<file path="src/rtl/rr_arb_4x_nbit.sv">
// rr_arb_4x_nbit
//   Round-robin arbiter with a registered output stage, placed upstream of a
//   4:1 n-bit mux. Four sources (a..d) raise req; one is granted per cycle
//   with rotating priority. The winner's data is captured into y, and its
//   index is captured into sel so that sibling muxes can steer in lockstep.
//
// Ports
//   clk      in   1          rising-edge clock
//   reset    in   1          synchronous, active-high reset
//   req      in   4          req[i]: source i (0=a,1=b,2=c,3=d) has valid data
//   a..d     in   BUS_WIDTH  source data, held stable until acknowledged
//   ack      out  4          combinational one-hot (or zero): source consumed
//   sel      out  2          registered index of the source held in y
//   y        out  BUS_WIDTH  registered output data
//   y_valid  out  1          y holds an unconsumed word
//   y_ready  in   1          downstream accepts y this cycle
module rr_arb_4x_nbit #(
  parameter int BUS_WIDTH = 8
) (
  input  logic                 clk,
  input  logic                 reset,
  input  logic [3:0]           req,
  input  logic [BUS_WIDTH-1:0] a,
  input  logic [BUS_WIDTH-1:0] b,
  input  logic [BUS_WIDTH-1:0] c,
  input  logic [BUS_WIDTH-1:0] d,
  output logic [3:0]           ack,
  output logic [1:0]           sel,
  output logic [BUS_WIDTH-1:0] y,
  output logic                 y_valid,
  input  logic                 y_ready
);

  typedef enum logic [0:0] {
    ST_EMPTY = 1'b0,
    ST_FULL  = 1'b1
  } state_t;

  state_t                 state_q, state_d;
  logic [BUS_WIDTH-1:0]   y_q, y_d;
  logic [1:0]             sel_q, sel_d;
  logic [1:0]             ptr_q, ptr_d;

  logic                   load_en_s;
  logic                   any_req_s;
  logic [7:0]             req_dbl_s;
  logic [3:0]             req_rot_s;
  logic [1:0]             offs_s;
  logic [1:0]             gnt_s;
  logic [BUS_WIDTH-1:0]   gnt_data_s;

  // The output register can take a new word when it is empty or being drained.
  assign load_en_s = (state_q == ST_EMPTY) || y_ready;

  // Rotating-priority grant: rotate req so ptr lands on bit 0, priority-encode
  // the rotated vector, then add ptr back to recover the absolute index.
  always_comb begin
    req_dbl_s = {req, req};
    req_rot_s = req_dbl_s[ptr_q +: 4];
    any_req_s = |req;
    casez (req_rot_s)
      4'b???1: offs_s = 2'd0;
      4'b??10: offs_s = 2'd1;
      4'b?100: offs_s = 2'd2;
      4'b1000: offs_s = 2'd3;
      default: offs_s = 2'd0;
    endcase
    gnt_s = ptr_q + offs_s;
  end

  // Select the granted source's data bus.
  always_comb begin
    case (gnt_s)
      2'd0:    gnt_data_s = a;
      2'd1:    gnt_data_s = b;
      2'd2:    gnt_data_s = c;
      2'd3:    gnt_data_s = d;
      default: gnt_data_s = a;
    endcase
  end

  // Acknowledge the winner only when its word is actually captured this cycle.
  always_comb begin
    ack = 4'b0000;
    if (load_en_s && any_req_s && !reset) begin
      ack[gnt_s] = 1'b1;
    end else begin
      ack = 4'b0000;
    end
  end

  // Next-state for the output register and priority pointer.
  always_comb begin
    state_d = state_q;
    y_d     = y_q;
    sel_d   = sel_q;
    ptr_d   = ptr_q;
    if (load_en_s) begin
      if (any_req_s) begin
        state_d = ST_FULL;
        y_d     = gnt_data_s;
        sel_d   = gnt_s;
        ptr_d   = gnt_s + 2'd1;   // 2-bit add wraps 3 -> 0
      end else begin
        state_d = ST_EMPTY;       // drained with nothing to replace it
      end
    end else begin
      state_d = state_q;
      y_d     = y_q;
      sel_d   = sel_q;
      ptr_d   = ptr_q;
    end
  end

  // State register with synchronous reset; a held word is dropped on reset.
  always_ff @(posedge clk) begin
    if (reset) begin
      state_q <= ST_EMPTY;
      y_q     <= {BUS_WIDTH{1'b0}};
      sel_q   <= 2'd0;
      ptr_q   <= 2'd0;
    end else begin
      state_q <= state_d;
      y_q     <= y_d;
      sel_q   <= sel_d;
      ptr_q   <= ptr_d;
    end
  end

  assign y       = y_q;
  assign sel     = sel_q;
  assign y_valid = (state_q == ST_FULL);

endmodule

</file>
<file path="config.mk">
export PLATFORM = sky130hd
export DESIGN_NAME = rr_arb_4x_nbit
export DESIGN_NICKNAME = d
export VERILOG_FILES = /design/src/rtl/rr_arb_4x_nbit.sv
export SDC_FILE = /design/constraint.sdc
export NUM_CORES = 1
export LEC_CHECK = 0
export BUFFER_PORTS_ARGS = -buffer_cell sky130_fd_sc_hd__buf_2
export CAP_MARGIN = 20
export CORE_MARGIN = 1
export CORE_UTILIZATION = 45
export DETAILED_ROUTE_END_ITERATION = 6
export PLACE_DENSITY = 0.8
export SLEW_MARGIN = 20
export SYNTH_ARGS = -nofsm -noshare
export SYNTH_HDL_FRONTEND = slang
export SYNTH_SLANG_ARGS = --single-unit
</file>
<file path="constraint.sdc">
create_clock -name clk -period 3.5 [get_ports clk]
set_input_delay 0.35 -clock clk [delete_from_list [all_inputs] [get_ports clk]]
set_output_delay 0.35 -clock clk [all_outputs]
set_load 0.01 [all_outputs]
</file>
## After elaboration in Yosys (flattened, before gate mapping)

Cells that the tools add are included.

| word-level totals | value |
|---|---|
| bits in registers | 13 |
| bits of input ports | 39 |
| logic and storage cells | 30 |

| operators by class | value |
|---|---|
| add/subtract/negate cells | 2 |
| $lt $le $gt $ge | 2 |
| equal/unequal tests | 6 |
| shift-type cells | 1 |
| muxes and demuxes | 6 |
| bitwise logic cells | 1 |
| reduce and logical (&&, ||, !) cells | 8 |

Operators with widths:

| operator | number |
|---|---|
| $pmux W8 S4 | 1 |
| $shiftx A8 B3 Y4 | 1 |
| $eq A2 B2 Y1 const B | 3 |
| $pmux W2 S3 | 1 |
| $eq A4 B4 Y1 const B | 1 |
| $mux W4 | 1 |
| $reduce_or A4 Y1 | 1 |
| $eq A3 B3 Y1 const B | 1 |
| $logic_and A1 B1 Y1 | 3 |
| $lt A2 B3 Y1 const B | 1 |
| $add A2 B1 Y2 const B | 1 |
| $add A2 B2 Y2 | 1 |
| $demux W1 S2 | 1 |
| $eq A2 B1 Y1 const B | 1 |
| $ge A2 B1 Y1 const B | 1 |
| $logic_not A2 Y1 | 1 |
| $mux W1 | 2 |
| $reduce_and A2 Y1 | 1 |
| $logic_not A1 Y1 | 1 |
| $logic_or A1 B1 Y1 | 1 |
| $not A1 Y1 | 1 |

## Depth between registers and ports, before layout

Gate-level depths: netlist (run 1).

| depth | value |
|---|---|
| word-level depth | 9 |
| mapped depth | 15 |

## Worst setup path before layout (run 1)

OpenSTA, ideal clock, no wires.

| timing path | value |
|---|---|
| path kind | register to register |
| from | register ptr_q[0] |
| to | register y_q[0] (netlist: y[0]) |
| setup time | 0.125 ns |
| arrival time | 2.800 ns |
| required time | 3.375 ns |
| setup slack | 0.575 ns |
| cell stages (with the launch flop) | 15 |
| buffers on the path | 3 |
| clock period less this slack | 2.925 ns |
| cell sequence | dfxtp_1 > buf_2 > nor2_1 > a221oi_1 > a21oi_1 > a211o_1 > ha_1 > xor2_1 > xnor2_1 > buf_6 > ha_1 > clkbuf_1 > a21oi_1 > a31oi_1 > o31ai_2 |

| on the way | value |
|---|---|
| longest elaborated chain between the ends | 6 |
| elaborated cells between the ends (all ways) | 11 |
| those cells by class | add/sub (1); eq/ne (6); shift (1); mux (2); reduce/logical (1) |

Ends and longest elaborated chain:

| item | line | source |
|---|---|---|
| start: declaration | 42 | `logic [1:0] ptr_q, ptr_d;` |
| start signal: assignment | 126 | `ptr_q <= ptr_d;` |
| $shiftx A8 B3 Y4 | 59 | `req_rot_s = req_dbl_s[ptr_q +: 4];` |
| $eq A4 B4 Y1 (tied with other cells) | 61 | `casez (req_rot_s)` |
| $pmux W2 S3 | 61 |  |
| $add A2 B2 Y2 * | 68 | `gnt_s = ptr_q + offs_s;` |
| $eq A2 B2 Y1 (tied with other cells) | 73 | `case (gnt_s)` |
| $pmux W8 S4 * | 73 |  |
| end signal: assignment | 119 | `y_q <= {BUS_WIDTH{1'b0}};` |
| end signal: assignment | 124 | `y_q <= y_d;` |
| end: declaration | 40 | `logic [BUS_WIDTH-1:0] y_q, y_d;` |

Every way passes the cells marked *; elsewhere a longest branch is shown, timed or not.
A chain may end at the register's enable or synchronous reset.

## Worst setup path after layout (run 1)

| timing path | value |
|---|---|
| from | register ptr_q[0] |
| to | output port ack[2] |

| on the way | value |
|---|---|
| longest elaborated chain between the ends | 9 |
| elaborated cells between the ends (all ways) | 12 |
| those cells by class | add/sub (1); order compare (2); eq/ne (3); shift (1); mux (4); reduce/logical (1) |

Ends and longest elaborated chain:

| item | line | source |
|---|---|---|
| $shiftx A8 B3 Y4 | 59 |  |
| $eq A4 B4 Y1 (tied with other cells) | 61 |  |
| $pmux W2 S3 | 61 |  |
| $add A2 B2 Y2 * | 68 |  |
| net gnt_s[1] | 49 | `logic [1:0] gnt_s;` |
| $lt A2 B3 Y1 (not written as such) or $ge A2 B1 Y1 (tied branches) | 86 | `ack[gnt_s] = 1'b1;` |
| $logic_and A1 B1 Y1 (not written as such) | 86 |  |
| $mux W1 (not written as such) | 86 |  |
| $demux W1 S2 * | 86 |  |
| $mux W4 * | 85 | `if (load_en_s && any_req_s && !reset) begin` |
| end: declaration | 27 | `output logic [3:0] ack,` |

The timed path passes the listed nets; every way through them passes the cells marked *.

==> out/summary.txt, run 1 <==
Biggest area consumer among synthesized cells: sky130_fd_sc_hd__dfxtp_1
Area overhead of the layout relative to synthesis: 29.26%
Final setup fails: 0
Fraction of power consumed by sequential logic: 0.213
Sum of negative setup slack: 0 ns
Maximum vdd drop: 0.0004895 V
Starting Density: 0.5018
Slowest stage cell, crit path: sky130_fd_sc_hd__dfxtp_2
Area of the mapped netlist: 0.001035 mm2
Worst setup EP type: output pin
TritonCTS buffer count: 3
Total global-route track usage: 0.2214
Antenna violations before repair: 0
Iteration-0 DRC Markers: 24
Count of pins over their slew limit: 0
Endpoint of the worst register-to-register path: y[2]
Final wirelength: 2659 um
Slew at the pin with the worst max-slew slack: 0.5845 ns
Area fraction in compound gates after synthesis: 0.3724
Clock tree root buffer cell: sky130_fd_sc_hd__clkbuf_4
Max-cap check violation count: 0
Proportion of synthesized area in mux cells: 0.009674
Count of yosys warnings during synthesis: 0
Count of clock tree sinks: 13
Switching power total: 523.6 uW
Combinational power share: 0.699
Origin of the critical flop-to-flop path: ptr_q[0]
First drt pass iteration count: 4
Remaining DRCs: 0
CTS Buffer Depth: 2
Syn_nets: 177
Post-Layout Cell Count: 210
Combinational family with the most area after synthesis: compound AO/OA/AOI/OAI gates
Top cells by area, synth: sky130_fd_sc_hd__dfxtp_1 (25%), sky130_fd_sc_hd__o31ai_2 (9.7%), sky130_fd_sc_hd__a221o_1 (7.7%)
Clk Latency, worst-skew pair: 0.28 ns
Sum of net half-perimeters after detailed placement: 1928 um
Worst hold stages: 3
Global-route wire length before repair: 4250 um
Cells after DPL: 206
Nets: 227
Reg2Reg Setup Slack: 0.46 ns
Number of port buffers: 53
Switching share of power: 0.4724
Critical path cell sequence: nor2_1, a221oi_1, a21oi_1, a211o_1, ha_1, xor2_1, xnor2_1, inv_1, ha_1, and2_1, buf_2
Post-detailed-route wirelength per cell: 12.66 um
Critical path launch point type: register
Largest net degree at the start of global routing: 33
Die width: 49.95 um
Vias per cell: 5.495
Share of the cycle needed by the critical path after routing: 0.9091
Worst path max stage delay: 0.44 ns
Data arrival time of the worst path: 2.83 ns
Vias after detailed routing: 1154
Area share of the largest cell type after synthesis: 0.2515
Number of top-level pins: 54
Final ANT Viol Nets: 0
Filler cell count in the final layout: 185
Cts hold-fix bufs: 0
Via count of the first global-routing pass: 1011
Peak fanout along the critical path: 12
Syn_area_per_cell: 7.722 um2
Adder-cell share of the synthesized area: 0.04837
Final worst path period need: 3.182 ns
Xor-xnor portion of the synthesized cell area: 0.01693
CTS H-tree depth: 1
GRT overflow: 0
Sequential share of the synthesized area: 0.2515
Final GP Congestion: 0.7630
Total power divided by cell area: 828.7 mW/mm2
Final hold violation count: 0
TritonCTS clock tree: done
Max Clock Skew: 0.008841 ns
Headroom to the max-slew limit: 0.6103
HP Class: in -> reg
CP Class: reg -> out
Static leakage power: 0.0006651 uW
Setup repair after global routing missed its margin: false
Synthesized instance count: 134
Clk slew on worst S/H paths: 0.09 ns
Worst Reg-to-Reg Cells: 11
Category of cells accounting for the largest share of critical-path delay: compound AO/OA/AOI/OAI gates
Synthesized-area fraction occupied by and/or/nand/nor cells: 0.2164
Core area: 0.002062 mm2
Synthesized flop and latch total: 13
Result of the run: completed
Hold wc startpoint: d[1]
Critical path buffers and inverters: 2
Number of post-CTS setup repair buffers: 0
Antenna diode count: 0
Clock power frac: 0.088
Die area: 0.002495 mm2
Layout cell share with drive strength beyond 1: 0.3825
Die Y-Extent: 49.95 um
Most repeated library cell on the critical path: sky130_fd_sc_hd__ha_1
Required arrival time at the worst endpoint: 3.15 ns
Internal power summed over all cells: 584.8 uW
Worst min-delay path endpoint: y[1]
Number of placement rows: 16
Max frequency: 314.3 MHz
Distinct cell type count after synthesis: 34
[stage by stage]
| step | total power (uW) | cell area [um2] | setup slack, ns | utilization | hold slack (ns) |
|---|---|---|---|---|---|
| finish | 1108 | 1338 | 0.3183 | 0.6487 | 0.3259 |
| global route | 1206 | 1338 | 0.06818 | 0.6487 | 0.3177 |
| CTS | 1110 | 1336 | 0.2099 | 0.6481 | 0.3240 |
| detailed placement | 1010 | 1310 | 0.3995 | 0.6353 | 0.5048 |
| global placement | 989.6 | 1310 | 0.5570 | 0.6353 | 0.4707 |
| floorplan | 822.7 | 1035 | 0.5750 | - | 0.5143 |
[repair_timing]
| item | 4_1_cts | 5_1_grt |
|---|---|---|
| setup endpoints to repair | 0 | 2 |
| hold endpoints to repair | 0 | 0 |
| gates resized for setup | 0 | 1 |
[placed cells by master, fill, tap and decap left out, types with 3 or more instances in the layout]
cell	count
sky130_fd_sc_hd__buf_2	53
sky130_fd_sc_hd__nand2_1	17
sky130_fd_sc_hd__dfxtp_1	12
sky130_fd_sc_hd__nor2_1	10
sky130_fd_sc_hd__inv_1	10
sky130_fd_sc_hd__a21oi_1	10
sky130_fd_sc_hd__a31oi_1	9
sky130_fd_sc_hd__a221o_1	8
sky130_fd_sc_hd__nor3b_1	8
sky130_fd_sc_hd__o31ai_2	8
sky130_fd_sc_hd__ha_1	4
sky130_fd_sc_hd__clkbuf_4	3
sky130_fd_sc_hd__buf_4	3
[power groups by stage]
stage	clock (uW)	combinational, uW	sequential, uW
6_report	97.1	775	236
5_1_grt	107	854	244
4_1_cts	98.8	776	235
3_5_place_dp	0	772	239
3_3_place_gp	0	754	236
2_1_floorplan	0	576	247
[how the worst max path moves through the flow]
stage / slack [ns] / start / endpoint / cells after the start
floorplan: 0.58 / ptr_q[0] / y[0] / 14
global placement: 0.56 / ptr_q[0] / y[7] / 11
detailed placement: 0.40 / ptr_q[0] / y[2] / 11
CTS: 0.21 / ptr_q[0] / ack[2] / 11
global route: 0.07 / ptr_q[0] / ack[2] / 11
finish: 0.32 / ptr_q[0] / ack[2] / 11
[state kept, by name, indices dropped and copies added (netlist names)]
| signal | flops |
|---|---|
| ptr_q | 2 |
| sel | 2 |
| y | 8 |
| y_valid | 1 |
[layout make-up]
| class | count | area (um2) | area share |
|---|---|---|---|
| sequential | 13 | 261.5 | 0.1955 |
| timing repair buffer | 56 | 287.8 | 0.2152 |
| inverter | 10 | 37.54 | 0.02806 |
| clock buffer | 4 | 26.28 | 0.01964 |
| multi-input combinational | 100 | 690.7 | 0.5164 |
| tap | 27 | 33.78 | 0.02526 |
[worst min-delay path, stage by stage]
cell and delay, ns:
sky130_fd_sc_hd__buf_2 0.10, sky130_fd_sc_hd__nand2_1 0.07, sky130_fd_sc_hd__o31ai_2 0.06
[layer usage]
layer | global-route usage | share of wire | wire length [um] | vias up
met1 | 0.2454 | 0.47 | 1238 | 524
met5 | 0 | 0 | 0 | -
li1 | - | - | - | 588
met2 | 0.4122 | 0.48 | 1282 | 38
met4 | 0.08571 | 0.011 | 29 | 0
met3 | 0.03704 | 0.041 | 109 | 4
[synthesized netlist by cell type (all sizes together)]
| cell type | instances |
|---|---|
| a21oi | 10 |
| a31oi | 9 |
| a21boi | 1 |
| and2 | 2 |
| nor2b | 2 |
| nor4 | 1 |
| dfxtp | 13 |
| mux2i | 1 |
| inv | 10 |
| o21ai | 2 |
| nor2 | 10 |
| buf | 5 |
| and2b | 1 |
| nor3 | 1 |
| o31ai | 8 |
| a211oi | 3 |
| xnor2 | 1 |
| ha | 4 |
| o22ai | 1 |
| o211ai | 2 |
| nor3b | 8 |
| and3 | 2 |
| nand2b | 1 |
| o21a | 2 |
| a211o | 1 |
| clkbuf | 6 |
| a221o | 8 |
| xor2 | 1 |
| a221oi | 1 |
| nand2 | 17 |
[kinds of logic (layout without fill, tap and decap cells)]
kind of cell	Yosys count	in the layout
AND/OR/NAND/NOR	45	45
XOR/XNOR	2	2
multiplexers	1	1
flip-flops	13	13
AO/OA/AOI/OAI	48	48
buffers and inverters	21	70
adder cells (fa/ha/maj)	4	4
(Power assumes the default switching activity.)
==> inputs of run 2 (changes only) <==
Settings changed: BUFFER_PORTS_ARGS -buffer_cell sky130_fd_sc_hd__buf_2 to not set, CORE_UTILIZATION 45 to 61, DONT_BUFFER_PORTS set to 1, GPL_ROUTABILITY_DRIVEN set to 0, PLACE_DENSITY 0.8 to 0.78.
==> run 2 against run 1 <==
Setup slack got worse by 0.034 ns. Register-to-register slack worse by 0.06 ns. Largest power group unchanged. Combinational power decreased by 12%. Highest routed layer unchanged. Worst hold slack worse by 0.20 ns. Power shrank 5.8%. Critical path depth down 1. Critical endpoint is now ack[1].
==> out/summary.txt, run 2 (synthesis results as in run 1) <==
Result of the run: completed
Number of placement rows: 14 (-2)
Layout cell share with drive strength beyond 1: 0.1374 (-0.2451)
Die Y-Extent: 43.19 um (-14%)
Peak fanout along the critical path: 12 (unchanged)
Worst setup EP type: output pin
Number of port buffers: 0 (-100%)
Clk Latency, worst-skew pair: 0.28 ns (about the same)
Total global-route track usage: 0.2583 (+0.03682)
HP Class: in -> reg
Internal power summed over all cells: 548.1 uW (-6.3%)
Die width: 43.19 um (-14%)
Max Clock Skew: 0.001607 ns (-0.007234 ns)
GRT overflow: 0 (unchanged)
CTS H-tree depth: 1 (unchanged)
Fin util: 0.6916 (+0.04289)
Final setup fails: 0 (unchanged)
Most common library cell in the layout ignoring fill and taps: sky130_fd_sc_hd__nand2_1
Cells after DPL: 143 (-31%)
Count of pins over their slew limit: 0 (unchanged)
Number of post-CTS setup repair buffers: 0 (unchanged)
Setup repair after global routing missed its margin: false
Global-route wire length before repair: 3732 um (-12%)
Worst Reg-to-Reg Cells: 12 (+1)
Die area: 0.001865 mm2 (-25%)
Switching power total: 496.1 uW (-5.3%)
Met3 wire length: 203 um (+86%)
Required arrival time at the worst endpoint: 3.15 ns (about the same)
Reg2Reg Setup Slack: 0.40 ns (-0.06 ns)
Headroom to the max-slew limit: 0.6436 (+0.03323)
Static leakage power: 0.0004455 uW (-33%)
Core area: 0.001541 mm2 (-25%)
First drt pass iteration count: 4 (unchanged)
Switching share of power: 0.4751 (+0.002687)
Vias after detailed routing: 997 (-14%)
Starting Density: 0.6713 (+0.1694)
CP Class: reg -> out
Final ANT Viol Nets: 0 (unchanged)
Sum of negative setup slack: 0 ns (unchanged)
Maximum vdd drop: 0.0008629 V (+76%)
Count of clock tree sinks: 13 (unchanged)
Total power divided by cell area: 979.5 mW/mm2 (+18%)
Max frequency: 311.0 MHz (-1.0%)
Slew at the pin with the worst max-slew slack: 0.5346 ns (-0.04984 ns)
DR WL met2: 1165 um (-9.1%)
Most frequent cells in the layout: sky130_fd_sc_hd__nand2_1 (17), sky130_fd_sc_hd__dfxtp_1 (12), sky130_fd_sc_hd__nor2_1 (10), sky130_fd_sc_hd__inv_1 (10), sky130_fd_sc_hd__a21oi_1 (10)
Remaining DRCs: 0 (unchanged)
Final hold violation count: 0 (unchanged)
Final wirelength: 2364 um (-11%)
Fraction of power consumed by sequential logic: 0.251 (+0.038)
Critical path launch point type: register
Iteration-0 DRC Markers: 27 (+13%)
Worst setup endpoint: ack[1]
TritonCTS clock tree: done
Cts hold-fix bufs: 0 (unchanged)
Clk slew on worst S/H paths: 0.08 ns (about the same)
Clock power frac: 0.094 (+0.006)
Origin of the critical flop-to-flop path: ptr_q[0]
Endpoint of the worst register-to-register path: y[3]
Max-cap check violation count: 0 (unchanged)
Data arrival time of the worst path: 2.87 ns (+0.04 ns)
Post-detailed-route wirelength per cell: 16.08 um (+27%)
Nets: 175 (-23%)
Largest net degree at the start of global routing: 32 (-3.0%)
Vias per cell: 6.782 (+23%)
TritonCTS buffer count: 3 (unchanged)
Post-cts gate resize count: 0 (unchanged)
Final worst path period need: 3.215 ns (+0.03351 ns)
Share of the cycle needed by the critical path after routing: 0.9186 (+0.009573)
Via count of the first global-routing pass: 871 (-14%)
Post-Layout Cell Count: 147 (-30%)
Number of flip-flops in the largest register: 8 (unchanged)
Antenna violations before repair: 0 (unchanged)
Combinational power share: 0.655 (-0.044)
Antenna diode count: 0 (unchanged)
Sum of net half-perimeters after detailed placement: 1712 um (-11%)
Clock tree root buffer cell: sky130_fd_sc_hd__clkbuf_4
Number of top-level pins: 54 (unchanged)
Highest routed layer: met4
M1 wire length: 965 um (-22%)
Area overhead of the layout relative to synthesis: 3.023%
CTS Buffer Depth: 2 (unchanged)
Start point of the critical path: ptr_q[0]
==> run 2: through the flow <==
stage	setup slack (ns)	hold slack (ns)	power, uW	instance area, um2
after floorplan	0.5750	0.5143	822.7	1035
after global placement	0.4989	0.4182	923.5	1039
after detailed placement	0.3422	0.4194	944.5	1039
after CTS	0.1724	0.1228	1040	1065
after global routing	0.1134	0.1236	1131	1066
final	0.2848	0.1216	1044	1066
==> run 2: critical path, stage by stage (launching register included) <==
cell	delay, ns
sky130_fd_sc_hd__dfxtp_2	0.45
sky130_fd_sc_hd__nor2_1	0.07
sky130_fd_sc_hd__a221oi_1	0.28
sky130_fd_sc_hd__a21oi_1	0.07
sky130_fd_sc_hd__a211o_1	0.24
sky130_fd_sc_hd__ha_1	0.19
sky130_fd_sc_hd__xor2_1	0.16
sky130_fd_sc_hd__xnor2_1	0.29
sky130_fd_sc_hd__buf_4	0.23
sky130_fd_sc_hd__ha_1	0.36
sky130_fd_sc_hd__and2_1	0.23
==> run 2: worst min-delay path by stage <==
stage	depth (start not counted)	endpoint	from	slack (ns)
floorplan	2	y[7]	d[7]	0.51
global placement	1	sel[1]	reset	0.42
detailed placement	1	sel[1]	reset	0.42
CTS	1	sel[1]	reset	0.12
global route	1	ptr_q[0]	reset	0.12
finish	1	sel[1]	reset	0.12
==> run 2: layout make-up <==
class                      count  area (um2)
inverter                      10       37.54
clock buffer                   4       26.28
timing repair buffer           4       30.03
sequential                    13       261.5
tap                           16       20.02
multi-input combinational    100       690.7
fill                         132       475.5
==> run 2: power groups by stage <==
stage,combinational [uW],clock [uW],sequential [uW]
floorplan,576,0,247
global placement,661,0,262
detailed placement,679,0,265
CTS,683,96.2,262
global route,758,103,270
finish,684,98.1,262
==> run 2: routing by layer <==
layer / up-vias / GRT usage
met2: 54 / 0.4328
met3: 6 / 0.06809
li1: 484 / -
met4: 0 / 0.06667
met1: 453 / 0.3247
met5: - / 0
